--- src/rtl/uart_mem_loader_if.sv ---
// -----------------------------------------------------------------------------
// uart_mem_loader_if
// Groups the byte streams and the memory write port of the UART memory loader.
//
// Signals:
//   rx_tdata_i / rx_tvalid_i / rx_tready_o : received byte stream (UART -> loader)
//   tx_tdata_o / tx_tvalid_o / tx_tready_i : response byte stream (loader -> UART)
//   ram_we_o / ram_addr_o / ram_wdata_o / ram_wstrb_o : one-cycle word write port
//
// Modports:
//   master : the loader itself (consumes rx, produces tx and memory writes)
//   slave  : the environment (UART core and memory)
// -----------------------------------------------------------------------------
interface uart_mem_loader_if;
   logic [7:0]  rx_tdata_i;
   logic        rx_tvalid_i;
   logic        rx_tready_o;
   logic [7:0]  tx_tdata_o;
   logic        tx_tvalid_o;
   logic        tx_tready_i;
   logic        ram_we_o;
   logic [31:0] ram_addr_o;
   logic [31:0] ram_wdata_o;
   logic [3:0]  ram_wstrb_o;

   modport master (
      input  rx_tdata_i, rx_tvalid_i, tx_tready_i,
      output rx_tready_o, tx_tdata_o, tx_tvalid_o,
             ram_we_o, ram_addr_o, ram_wdata_o, ram_wstrb_o
   );

   modport slave (
      output rx_tdata_i, rx_tvalid_i, tx_tready_i,
      input  rx_tready_o, tx_tdata_o, tx_tvalid_o,
             ram_we_o, ram_addr_o, ram_wdata_o, ram_wstrb_o
   );
endinterface

--- src/rtl/uart_mem_loader.sv ---
// -----------------------------------------------------------------------------
// uart_mem_loader
// Receives write packets over a byte stream and turns them into 32-bit memory
// writes, answering each packet with a single ACK or NAK byte.
//
// Packet: CmdWrite, 4 address bytes (LE), 2 word-count bytes (LE),
//         N x 4 data bytes (LE), [checksum byte].
//
// Ports:
//   clk_i    : clock, rising edge
//   reset_i  : synchronous active-high reset
//   bus      : uart_mem_loader_if.master (rx stream, tx stream, memory port)
//   busy_o   : high whenever the loader is not idle
//
// Build option:
//   UART_LOADER_CHECKSUM_EN : when defined, a trailing checksum byte (mod-256
//   sum of all data bytes) follows the data and selects ACK or NAK.
//   When undefined, the packet ends after the last data word (or N==0) with ACK.
// -----------------------------------------------------------------------------
module uart_mem_loader #(
   parameter logic [7:0] CmdWrite = 8'h57,
   parameter logic [7:0] AckByte  = 8'h06,
   parameter logic [7:0] NakByte  = 8'h15
) (
   input  logic              clk_i,
   input  logic              reset_i,
   uart_mem_loader_if.master bus,
   output logic              busy_o
);

   typedef enum logic [2:0] {
      IDLE  = 3'd0,
      ADDR  = 3'd1,
      LEN   = 3'd2,
      DATA  = 3'd3,
      WRITE = 3'd4,
`ifdef UART_LOADER_CHECKSUM_EN
      CSUM  = 3'd5,
`endif
      RESP  = 3'd6
   } state_t;

   // State entered once all words of a packet have been written.
`ifdef UART_LOADER_CHECKSUM_EN
   localparam state_t DoneState = CSUM;
`else
   localparam state_t DoneState = RESP;
`endif

   state_t      state_q, state_d;
   logic [7:0]  resp_q, resp_d;
   logic [1:0]  byte_cnt_q;
   logic        len_cnt_q;
   logic [31:0] addr_q;
   logic [15:0] len_q;
   logic [31:0] word_q;
`ifdef UART_LOADER_CHECKSUM_EN
   logic [7:0]  sum_q;
`endif

   logic rx_ready;
   logic rx_fire;

   // The loader only stalls the receiver while writing or answering.
   assign rx_ready = (state_q != WRITE) && (state_q != RESP);
   assign rx_fire  = rx_ready && bus.rx_tvalid_i;

   // ---------------------------------------------------------------- state reg
   always_ff @(posedge clk_i) begin
      if (reset_i) begin
         state_q <= IDLE;
      end else begin
         state_q <= state_d;
      end
   end

   // ---------------------------------------------------- next state / outputs
   always_comb begin
      state_d = state_q;
      resp_d  = resp_q;
      case (state_q)
         IDLE: begin
            if (bus.rx_tvalid_i) begin
               if (bus.rx_tdata_i == CmdWrite) begin
                  state_d = ADDR;
               end else begin
                  state_d = RESP;
                  resp_d  = NakByte;
               end
            end
         end
         ADDR: begin
            if (bus.rx_tvalid_i && byte_cnt_q == 2'd3) begin
               state_d = LEN;
            end
         end
         LEN: begin
            if (bus.rx_tvalid_i && len_cnt_q) begin
               if ({bus.rx_tdata_i, len_q[7:0]} == 16'd0) begin
                  state_d = DoneState;
                  resp_d  = AckByte;
               end else begin
                  state_d = DATA;
               end
            end
         end
         DATA: begin
            if (bus.rx_tvalid_i && byte_cnt_q == 2'd3) begin
               state_d = WRITE;
            end
         end
         WRITE: begin
            if (len_q == 16'd1) begin
               state_d = DoneState;
               resp_d  = AckByte;
            end else begin
               state_d = DATA;
            end
         end
`ifdef UART_LOADER_CHECKSUM_EN
         CSUM: begin
            if (bus.rx_tvalid_i) begin
               state_d = RESP;
               resp_d  = (bus.rx_tdata_i == sum_q) ? AckByte : NakByte;
            end
         end
`endif
         RESP: begin
            if (bus.tx_tready_i) begin
               state_d = IDLE;
            end
         end
         default: begin
            state_d = IDLE;
         end
      endcase
   end

   // ----------------------------------------------------------------- datapath
   always_ff @(posedge clk_i) begin
      if (reset_i) begin
         resp_q     <= 8'h00;
         byte_cnt_q <= 2'd0;
         len_cnt_q  <= 1'b0;
         addr_q     <= 32'd0;
         len_q      <= 16'd0;
         word_q     <= 32'd0;
`ifdef UART_LOADER_CHECKSUM_EN
         sum_q      <= 8'h00;
`endif
      end else begin
         resp_q <= resp_d;
         case (state_q)
            IDLE: begin
               if (rx_fire) begin
                  byte_cnt_q <= 2'd0;
                  len_cnt_q  <= 1'b0;
`ifdef UART_LOADER_CHECKSUM_EN
                  sum_q      <= 8'h00;
`endif
               end
            end
            ADDR: begin
               if (rx_fire) begin
                  addr_q[{byte_cnt_q, 3'b000} +: 8] <= bus.rx_tdata_i;
                  byte_cnt_q <= byte_cnt_q + 2'd1;
                  // Later assignment wins: keep the address word-aligned.
                  addr_q[1:0] <= 2'b00;
               end
            end
            LEN: begin
               if (rx_fire) begin
                  len_q[{len_cnt_q, 3'b000} +: 8] <= bus.rx_tdata_i;
                  len_cnt_q <= ~len_cnt_q;
               end
            end
            DATA: begin
               if (rx_fire) begin
                  word_q[{byte_cnt_q, 3'b000} +: 8] <= bus.rx_tdata_i;
                  // Wraps to 0 after the 4th byte, ready for the next word.
                  byte_cnt_q <= byte_cnt_q + 2'd1;
`ifdef UART_LOADER_CHECKSUM_EN
                  sum_q      <= sum_q + bus.rx_tdata_i;
`endif
               end
            end
            WRITE: begin
               addr_q <= addr_q + 32'd4;
               len_q  <= len_q - 16'd1;
            end
            default: begin
            end
         endcase
      end
   end

   // ------------------------------------------------------------------ outputs
   assign bus.rx_tready_o = rx_ready;
   assign bus.tx_tvalid_o = (state_q == RESP);
   assign bus.tx_tdata_o  = (state_q == RESP) ? resp_q : 8'h00;
   assign bus.ram_we_o    = (state_q == WRITE);
   assign bus.ram_addr_o  = addr_q;
   assign bus.ram_wdata_o = word_q;
   assign bus.ram_wstrb_o = (state_q == WRITE) ? 4'hF : 4'h0;
   assign busy_o          = (state_q != IDLE);

endmodule

--- src/flat_wrapper.sv ---
// flat-port wrapper written by rule: the top's interface ports become plain ports
module uart_mem_loader_flat 
#(
   parameter logic [7:0] CmdWrite = 8'h57,
   parameter logic [7:0] AckByte  = 8'h06,
   parameter logic [7:0] NakByte  = 8'h15
)
  (clk_i, reset_i, busy_o, bus_rx_tdata_i, bus_rx_tvalid_i, bus_tx_tready_i, bus_rx_tready_o, bus_tx_tdata_o, bus_tx_tvalid_o, bus_ram_we_o, bus_ram_addr_o, bus_ram_wdata_o, bus_ram_wstrb_o);
  uart_mem_loader_if bus_i ();
  input  logic clk_i;
  input  logic reset_i;
  output logic busy_o;
  input wire logic [$bits(bus_i.rx_tdata_i)-1:0] bus_rx_tdata_i;
  input wire logic [$bits(bus_i.rx_tvalid_i)-1:0] bus_rx_tvalid_i;
  input wire logic [$bits(bus_i.tx_tready_i)-1:0] bus_tx_tready_i;
  output wire logic [$bits(bus_i.rx_tready_o)-1:0] bus_rx_tready_o;
  output wire logic [$bits(bus_i.tx_tdata_o)-1:0] bus_tx_tdata_o;
  output wire logic [$bits(bus_i.tx_tvalid_o)-1:0] bus_tx_tvalid_o;
  output wire logic [$bits(bus_i.ram_we_o)-1:0] bus_ram_we_o;
  output wire logic [$bits(bus_i.ram_addr_o)-1:0] bus_ram_addr_o;
  output wire logic [$bits(bus_i.ram_wdata_o)-1:0] bus_ram_wdata_o;
  output wire logic [$bits(bus_i.ram_wstrb_o)-1:0] bus_ram_wstrb_o;
  assign bus_i.rx_tdata_i = bus_rx_tdata_i;
  assign bus_i.rx_tvalid_i = bus_rx_tvalid_i;
  assign bus_i.tx_tready_i = bus_tx_tready_i;
  assign bus_rx_tready_o = bus_i.rx_tready_o;
  assign bus_tx_tdata_o = bus_i.tx_tdata_o;
  assign bus_tx_tvalid_o = bus_i.tx_tvalid_o;
  assign bus_ram_we_o = bus_i.ram_we_o;
  assign bus_ram_addr_o = bus_i.ram_addr_o;
  assign bus_ram_wdata_o = bus_i.ram_wdata_o;
  assign bus_ram_wstrb_o = bus_i.ram_wstrb_o;
  uart_mem_loader #(.CmdWrite(CmdWrite), .AckByte(AckByte), .NakByte(NakByte)) u_core (.clk_i(clk_i), .reset_i(reset_i), .bus(bus_i), .busy_o(busy_o));
endmodule
--- config.mk ---
export PLATFORM = sky130hd
export DESIGN_NAME = uart_mem_loader_flat
export DESIGN_NICKNAME = d
export VERILOG_FILES = /design/src/rtl/uart_mem_loader_if.sv /design/src/rtl/uart_mem_loader.sv /design/src/flat_wrapper.sv
export SDC_FILE = /design/constraint.sdc
export NUM_CORES = 1
export LEC_CHECK = 0
export BUFFER_PORTS_ARGS = -buffer_cell sky130_fd_sc_hd__buf_2
export CAP_MARGIN = 15
export CORE_ASPECT_RATIO = 1.75
export CORE_MARGIN = 8
export CORE_UTILIZATION = 35
export CTS_CLUSTER_DIAMETER = 30
export DETAILED_ROUTE_END_ITERATION = 8
export SYNTH_ARGS = -nofsm -noshare
export SYNTH_HDL_FRONTEND = slang
export SYNTH_SLANG_ARGS = --single-unit
--- constraint.sdc ---
create_clock -name clk_i -period 4.19 [get_ports clk_i]
set_input_delay 1.257 -clock clk_i [delete_from_list [all_inputs] [get_ports clk_i]]
set_output_delay 1.257 -clock clk_i [all_outputs]
set_load 0.05 [all_outputs]
==> impl_metrics.tcl, run 1 <==
set metrics [dict create \
    status "completed" \
    postCtsSetupBuffers 0 \
    ff2ff_path_depth 6 \
    cts_tree "done" \
    yosys_warnings 0 \
    clk_pin_slew_ns 0.07 \
    arrival_ns 2.06 \
    timing.rr.start "u_core.state_q[2]$_SDFFE_PP0P_" \
    synthFlopType "dfxtp_1" \
    slowest_stage "dfxtp_1" \
    clock_latency_ns 0.35 \
    synth_top_area_share_pct 34.9 \
    cts_resized 0 \
    num_rows 57 \
    syn_area_um2 4980 \
    worstSetupPathType "flip-flop to output pin" \
    core_area_um2 13900 \
    yosys.area.top_type "dfxtp_1" \
    startpoint_type "flip-flop" \
    port_buffers 85 \
    crit_path_cell_trace "or3b_4, inv_2, buf_2" \
    routed_via_density 5.94 \
    tightest_slew_ns 0.974 \
    numCtsBuffers 9 \
    finalSetupViolCount 0 \
    num_vias 5156 \
    maxCapViolations 0 \
    chipHeight_um 174 \
    grt_usage_pct 17.8 \
    worst_ir_drop_vdd_mv 0.255 \
    post-route-period-util_pct 79.1 \
    nets 706 \
    antenna_found_initial 0 \
    dr.pass1.iters 6 \
    required_ns 2.93 \
    rsz0062_at_grt "false" \
    drc 0 \
    min_path_cells 2 \
    period_minus_slack_ns 3.31 \
    ys_ff_latch 87 \
    syn_to_final_growth_pct 14.1 \
    fin_cells 868 \
    fp.dieW_um 106 \
    finalClockSkew_ns 0.00654 \
    gr-total-overflow 0 \
    regToRegEndpoint "u_core.bus.ram_addr_o[21]$_SDFFE_PP0P_" \
    holdBufCountCts 0 \
    grt_max_degree 73 \
    synth.distinct_cells 72 \
    postRouteAntennaNets 0 \
    drt_iter0_markers 448 \
    avgRoutedWirePerCell_um 19.4 \
    power_leakage_nw 2.22 \
    path_max_fanout 21 \
    synth-async-reset-ratio_pct 0 \
    layout-drive-gt1-share_pct 18.5 \
    fin_setup_tns_ns 0 \
    worstHoldEndpoint "u_core.bus.ram_wdata_o[11]$_SDFFE_PP0P_" \
    synth_edf_count 0 \
    dp_slack_ns 1.26 \
    hp-start "u_core.bus.ram_wdata_o[11]$_SDFFE_PP0P_" \
    synth_seq_area_share_pct 34.9 \
    slew_viol_final 0 \
    final_common_cell "dfxtp_1" \
    hpwlAfterDp_um 11900 \
    die-area_um2 18500 \
    cts_root_buf "clkbuf_16" \
    place_inst 852 \
    drt_wl_total_um 16800 \
    ff2ff_setup_slack_ns 1.52 \
    grt_pass1_vias 4985 \
    hold_viol_final 0 \
    hp-class "flip-flop to flip-flop" \
    end_kind "output pin" \
    fin_ws_ns 0.878 \
    max-slew-margin-rel_pct 34.5 \
    cp_num_buf_inv 2 \
    cts_buffer_depth 2 \
    htreeDepth 3 \
    antennaDiodeCount 0 \
    gp_congestion 0.858 \
    synthCells 640 \
    io-pin-count 92 \
    initial_core_util_pct 35.8 \
    final_cell_mix "87 x dfxtp_1, 85 x buf_2, 68 x nand2_1, 66 x a21oi_1, 53 x nor2_1" \
    fmax_mhz 302 \
    powerDensity_nw_per_um2 546 \
    cp_top_family "buffers and inverters" \
    grt_pass1_wl_um 26400 \
    hold_slack_ns 0.456 \
    max_stage_delay_ns 0.60 \
    synthTopCellsByArea "dfxtp_1 35%, a21oi_1 6.6%, nand2_1 5.1%" \
    postSynthAreaPerCell_um2 7.79 \
    cts_sinks 87 \
]
## registers in the layout, summed over array words and instances (netlist names)
register,cells
u_core.bus.ram_wdata_o,32
u_core.bus.ram_addr_o,30
u_core.len_q,16
u_core.resp_q,3
u_core.state_q,3
u_core.byte_cnt_q,2
u_core.len_cnt_q,1
## logic make-up (layout without fill, tap and decap cells)
logic type	Yosys count	count (layout)	share of synthesized area (%)
flip-flops	87	87	34.9
multiplexers	4	4	0.904
XOR/XNOR	6	6	1.05
adder cells (fa/ha/maj)	8	8	2.01
other	1	6	0.0752
buffers and inverters	73	119	6.78
AND/OR/NAND/NOR	284	284	30.6
AO/OA/AOI/OAI	177	177	23.7
## per-stage QoR
step / cell area [µm²] / utilization, % / power, mW
4_1_cts: 5680 / 40.9 / 3.09
5_1_grt: 5680 / 40.9 / 3.27
6_report: 5680 / 40.9 / 3.10
3_5_place_dp: 5400 / 38.8 / 2.31
2_1_floorplan: 5000 / - / 2.05
3_3_place_gp: 5400 / 38.8 / 2.29
## routing by layer
metal | part of all wire, % | routed length (µm) | vias to the layer above | global-route usage [%]
met3 | 5.3 | 883 | 50 | 3.05
met2 | 55 | 9240 | 195 | 33.9
met1 | 35 | 5920 | 2444 | 17.0
met4 | 4.5 | 760 | 0 | 11.0
met5 | 0 | 0 | - | 0
li1 | - | - | 2467 | -
## worst reg2reg max path: stages, from the launching register on
cell and delay [ns]:
dfxtp_1 0.60, or3b_4 0.45, buf_4 0.35, nor3_4 0.50, nand4_1 0.16, mux2_1 0.35, a211oi_2 0.19
## cell usage after synthesis, types with 3 or more instances
master / number
nand2_1: 68
a311oi_1: 5
and3b_1: 3
a22oi_1: 7
o21ai_0: 21
o31ai_1: 4
buf_4: 11
nand2b_1: 6
nand3_1: 49
a21o_1: 4
xor2_1: 6
nand4_1: 20
a41o_1: 3
nor3_1: 14
nor2_1: 53
or4_1: 3
buf_2: 6
a2111oi_0: 7
clkbuf_1: 40
ha_1: 8
inv_1: 9
a21oi_1: 66
dfxtp_1: 87
a41oi_1: 3
and2_1: 4
or3_1: 4
or2_2: 5
o22ai_1: 5
and3_1: 21
o21a_1: 4
a32oi_1: 6
a32o_1: 7
a31oi_1: 8
nor3b_1: 5
a211oi_1: 10
nor4_1: 9
## how the worst max path moves through the flow
stage | cells after the start | slack [ns] | from | endpoint
2_1_floorplan | 6 | 1.18 | u_core.state_q[0]$_SDFFE_PP0P_ | bus_ram_wstrb_o[0]
3_3_place_gp | 3 | 1.31 | u_core.state_q[2]$_SDFFE_PP0P_ | bus_ram_we_o
3_5_place_dp | 3 | 1.26 | u_core.state_q[2]$_SDFFE_PP0P_ | bus_tx_tdata_o[0]
4_1_cts | 3 | 0.88 | u_core.state_q[2]$_SDFFE_PP0P_ | bus_tx_tdata_o[0]
5_1_grt | 3 | 0.76 | u_core.state_q[2]$_SDFFE_PP0P_ | bus_tx_tdata_o[0]
6_report | 3 | 0.88 | u_core.state_q[2]$_SDFFE_PP0P_ | bus_ram_wstrb_o[0]
## where the power goes
| group | leakage [nW] | internal [mW] | switching [mW] |
|---|---|---|---|
| Sequential | 0.703 | 0.914 | 0.127 |
| Combinational | 1.38 | 0.377 | 0.899 |
| Clock | 0.136 | 0.413 | 0.370 |
| Total | 2.22 | 1.70 | 1.40 |
## final cells by class
class,count,area [µm²]
multi-input cells,485,2920
well taps,177,221
fillers,1458,8220
inverters,12,45.0
repair buffers,91,470
clock buffers,10,229
flip-flops and latches,87,1740
clock inverters,6,53.8
Power figures use the tool's default switching activity.
==> run 2: changes to the inputs <==
- ABC_AREA: unset -> 1
- clock period: 4.19 -> 3 ns (I/O delays scaled with it)
==> impl_metrics.tcl, run 2 <==
set metrics [dict create \
    gp_congestion 0.943 \
    synth_compound_area_share_pct 20.1 \
    required_ns 2.10 \
    synth_seq_area_share_pct 32.9 \
    p_total_mw 6.21 \
    min_path_cells 2 \
    avgRoutedWirePerCell_um 16.8 \
    syn_area_um2 5290 \
    grt_pass1_vias 5469 \
    clock_latency_ns 0.36 \
    synth.distinct_cells 41 \
    fin_setup_tns_ns 0 \
    cts_sinks 87 \
    hold_slack_ns 0.458 \
    status "completed" \
    antennaDiodeCount 0 \
    timing.rr.start "u_core.byte_cnt_q[0]$_SDFFE_PP0P_" \
    dr.pass1.iters 6 \
    drt_iter0_markers 242 \
    hold_viol_final 0 \
    cts_tree "done" \
    regToRegEndpoint "u_core.bus.ram_addr_o[28]$_SDFFE_PP0P_" \
    fin_area_um2 6100 \
    synth_top_area_share_pct 32.9 \
    layout-drive-gt1-share_pct 16.7 \
    numCtsBuffers 9 \
    yosys_warnings 0 \
    postSynthAreaPerCell_um2 6.53 \
    syn_to_final_growth_pct 15.3 \
    hp-start "u_core.resp_q[2]$_SDFFE_PP0P_" \
    holdBufCountCts 0 \
    yosys.area.top_type "dfxtp_1" \
    synthMuxAreaShare_pct 0 \
    drt_wl_total_um 18000 \
    htreeDepth 3 \
    gr-total-overflow 0 \
    max-slew-margin-rel_pct 51.8 \
    clk_pin_slew_ns 0.08 \
    tightest_slew_ns 0.716 \
    postCtsSetupBuffers 0 \
    slew_viol_final 0 \
    drc 0 \
    path_max_fanout 6 \
    synth-async-reset-ratio_pct 0 \
    ys_ff_latch 87 \
    synthSimpleGateAreaFrac_pct 32.5 \
    fin_cells 1070 \
    final.fill_count 1638 \
    fin_ws_ns 0.438 \
    num_rows 59 \
    fmax_mhz 390 \
    cts_buffer_depth 2 \
    startpoint_type "flip-flop" \
    nets 902 \
    antenna_found_initial 0 \
    hpwlAfterDp_um 14100 \
    io-pin-count 92 \
    synth_edf_count 0 \
    power_leakage_nw 2.68 \
    core_area_um2 14800 \
    grt_pass1_wl_um 28100 \
    ff2ff_path_depth 6 \
    fp.dieW_um 109 \
    final_cell_mix "164 x nand2_1, 128 x nor2_1, 87 x a21oi_1, 87 x dfxtp_1, 85 x buf_2" \
    synthAdderAreaFrac_pct 1.89 \
    synth_common_cells "164 x nand2_1, 128 x nor2_1, 87 x a21oi_1, 87 x dfxtp_1" \
    synth_most_common_cell "nand2_1" \
    arrival_ns 1.66 \
    largest_register_ffs 32 \
    powerDensity_nw_per_um2 1020 \
    port_buffers 85 \
    worstSetupPathType "flip-flop to output pin" \
    cts_resized 0 \
    synth_xor_area_share_pct 2.32 \
    cts_root_buf "clkbuf_16" \
    end_kind "output pin" \
    hp-class "flip-flop to flip-flop" \
    synthFlopType "dfxtp_1" \
    finalSetupViolCount 0 \
    chipHeight_um 179 \
    final_common_cell "nand2_1" \
    grt_max_degree 41 \
    post-route-period-util_pct 85.4 \
    synth_top_family_by_area "simple AND/OR/NAND/NOR gates" \
    place_inst 1054 \
    synthCells 810 \
    routed_via_density 5.17 \
    final_util_pct 41.1 \
    maxCapViolations 0 \
    initial_core_util_pct 35.7 \
    worst_ir_drop_vdd_mv 0.376 \
    period_minus_slack_ns 2.56 \
    finalClockSkew_ns 0.00741 \
    dp_slack_ns 0.686 \
    grt_usage_pct 18.7 \
    dpl_cell_area_um2 5800 \
    ff2ff_setup_slack_ns 0.59 \
    synthTopCellsByArea "dfxtp_1 33%, nand2_1 12%, nor2_1 9.1%" \
    num_vias 5532 \
    postRouteAntennaNets 0 \
    worstHoldEndpoint "u_core.resp_q[2]$_SDFFE_PP0P_" \
    rsz0062_at_grt "false" \
    die-area_um2 19500 \
]
[run 2: layout make-up]
type                            instances  area [µm²]  area share [%]
Timing Repair Buffer                   90         475            7.79
Tap cell                              183         229            3.75
Clock inverter                          7        81.3            1.33
Clock buffer                            9         225            3.69
Sequential cell                        87        1740            28.5
Inverter                               86         323            5.29
Multi-Input combinational cell        608        3030            49.6
[run 2: logic make-up (layout without fill, tap and decap cells)]
kind of cell,count (synthesis),count (layout)
AND/OR/NAND/NOR,385,385
other,1,6
AO/OA/AOI/OAI,195,195
adder cells (fa/ha/maj),8,8
XOR/XNOR,14,14
flip-flops,87,87
buffers and inverters,120,192
[run 2: how the worst max path moves through the flow]
| stage | from | endpoint | slack (ns) | cells after the start |
|---|---|---|---|---|
| after floorplan | u_core.state_q[1]$_SDFFE_PP0P_ | bus_tx_tdata_o[4] | 0.33 | 5 |
| after global placement | u_core.byte_cnt_q[0]$_SDFFE_PP0P_ | u_core.bus.ram_wdata_o[3]$_SDFFE_PP0P_ | 0.75 | 8 |
| after detailed placement | u_core.byte_cnt_q[0]$_SDFFE_PP0P_ | u_core.bus.ram_addr_o[17]$_SDFFE_PP0P_ | 0.69 | 9 |
| after CTS | u_core.state_q[1]$_SDFFE_PP0P_ | bus_tx_tdata_o[4] | 0.39 | 5 |
| after global routing | u_core.state_q[1]$_SDFFE_PP0P_ | bus_tx_tdata_o[4] | 0.28 | 5 |
| final | u_core.state_q[1]$_SDFFE_PP0P_ | bus_tx_tdata_o[4] | 0.44 | 5 |
[run 2: critical path, cell delays in order, from the launching register on]
cell     delay, ns
dfxtp_1       0.42
inv_1         0.16
nor2_1        0.17
nand2_1       0.14
nor2_1        0.14
buf_2         0.28
[run 2: layer usage]
metal | track usage, % | vias to the layer above | routed length, µm
li1 | - | 2786 | -
met1 | 18.5 | 2518 | 6440
met2 | 34.1 | 165 | 9580
met3 | 2.84 | 63 | 803
met4 | 14.0 | 0 | 1140
met5 | 0 | - | 0
[run 2: power breakdown]
group | total [mW] | switching, mW | internal (mW) | leakage [nW]
clock | 1.18 | 0.575 | 0.602 | 0.153
combinational | 3.31 | 2.43 | 0.880 | 1.82
sequential | 1.72 | 0.312 | 1.41 | 0.707
==> run 3: changes to the inputs <==
- CORE_MARGIN: 8 -> 4
- CORE_UTILIZATION: 35 -> 51
- PLACE_DENSITY: unset -> 0.77
==> impl_metrics.tcl, run 3 (synthesis results as in run 2) <==
set metrics [dict create \
    cts_tree "done" \
    cts_sinks 87 \
    hold_viol_final 0 \
    min_path_cells 2 \
    end_kind "output pin" \
    layout-drive-gt1-share_pct 16.6 \
    antennaDiodeCount 0 \
    powerDensity_nw_per_um2 1010 \
    hpwlAfterDp_um 12200 \
    io-pin-count 92 \
    fp.dieW_um 85.0 \
    holdBufCountCts 0 \
    fmax_mhz 393 \
    die-area_um2 12100 \
    fin_setup_tns_ns 0 \
    routed_via_density 5.51 \
    path_max_fanout 6 \
    slowest_stage "dfxtp_1" \
    chipHeight_um 143 \
    gp_congestion 0.975 \
    nets 902 \
    antenna_found_initial 0 \
    grt_max_degree 54 \
    clk_pin_slew_ns 0.06 \
    required_ns 2.10 \
    path_common_cell "nor2_1" \
    num_vias 5588 \
    worst_ir_drop_vdd_mv 0.515 \
    drt_wl_total_um 15900 \
    ff2ff_path_depth 9 \
    core_area_um2 10200 \
    htreeDepth 3 \
    grt_pass1_vias 5376 \
    numCtsBuffers 9 \
    maxCapViolations 0 \
    ff2ff_setup_slack_ns 0.71 \
    cts_resized 0 \
    cts_buffer_depth 2 \
    max-slew-margin-rel_pct 60.6 \
    finalSetupViolCount 0 \
    syn_to_final_growth_pct 13.3 \
    dr.pass1.iters 5 \
    avgRoutedWirePerCell_um 15.7 \
    status "completed" \
    grt_usage_pct 26.7 \
    hold_slack_ns 0.460 \
    grt_pass1_wl_um 26100 \
    drc 0 \
    tightest_slew_ns 0.586 \
    drt_iter0_markers 312 \
    clock_latency_ns 0.34 \
    cts_root_buf "clkbuf_16" \
    final_cell_mix "164 x nand2_1, 128 x nor2_1, 87 x a21oi_1, 87 x dfxtp_1, 85 x buf_2" \
    power_leakage_nw 2.66 \
    startpoint_type "flip-flop" \
    max_stage_delay_ns 0.41 \
    rsz0062_at_grt "false" \
    dp_slack_ns 0.739 \
    finalClockSkew_ns 0.00794 \
    final_common_cell "nand2_1" \
    fin_ws_ns 0.457 \
    gr-total-overflow 0 \
    p_total_mw 6.05 \
    num_rows 49 \
    period_minus_slack_ns 2.54 \
    initial_core_util_pct 51.7 \
    worstSetupPathType "flip-flop to output pin" \
    slew_viol_final 0 \
    crit_path_cell_trace "inv_1, nor2_1, nand2_1, nor2_1, buf_2" \
    largest_register_ffs 32 \
    postCtsSetupBuffers 0 \
    port_buffers 85 \
    fin_cells 1014 \
    postRouteAntennaNets 0 \
    hp-class "flip-flop to flip-flop" \
    arrival_ns 1.64 \
    post-route-period-util_pct 84.8 \
    place_inst 998 \
]
run 3: cell count changes in the layout (fill, tap and decap cells not counted), sizes merged:
| cell | delta |
|---|---|
| inv | -5 |
| clkbuf | +3 |
| clkinvlp | +2 |
run 3: final timing paths:
kind                                           start                                       to
max                   u_core.state_q[1]$_SDFFE_PP0P_                        bus_tx_tdata_o[0]
min          u_core.bus.ram_wdata_o[25]$_SDFFE_PP0P_  u_core.bus.ram_wdata_o[25]$_SDFFE_PP0P_
max reg2reg        u_core.byte_cnt_q[0]$_SDFFE_PP0P_   u_core.bus.ram_addr_o[17]$_SDFFE_PP0P_
min reg2reg  u_core.bus.ram_wdata_o[25]$_SDFFE_PP0P_  u_core.bus.ram_wdata_o[25]$_SDFFE_PP0P_
run 3: power by group:
| group | total [mW] | switching, mW | internal [mW] |
|---|---|---|---|
| combinational | 3.27 | 2.39 | 0.876 |
| sequential | 1.71 | 0.304 | 1.41 |
| clock | 1.08 | 0.468 | 0.608 |
run 3: cell type report:
| class | instances | area [µm²] |
|---|---|---|
| tap | 127 | 159 |
| multi-input combinational | 608 | 3030 |
| timing repair buffer | 90 | 463 |
| sequential | 87 | 1740 |
| clock buffer | 12 | 256 |
| clock inverter | 4 | 28.8 |
| fill | 1002 | 4240 |
| inverter | 86 | 323 |
run 3: worst max-delay path: cells and delay by family (launching register included):
kind                   cells  cell delay, ns
buffers and inverters      2            0.43
flip-flops                 1            0.41
AND/OR/NAND/NOR            3            0.45
run 3: per-stage QoR:
step	util, %	area, µm²
finish	58.6	6000
global route	58.6	6000
CTS	58.6	6000
detailed placement	55.8	5710
global placement	55.8	5710
floorplan	-	5310
run 3: per-layer routing:
layer  global-route usage, %  part of all wire, %
met1                    28.4                   36
met2                    49.9                   53
met3                    3.00                  4.9
met4                    15.3                  5.4
met5                       0                    0
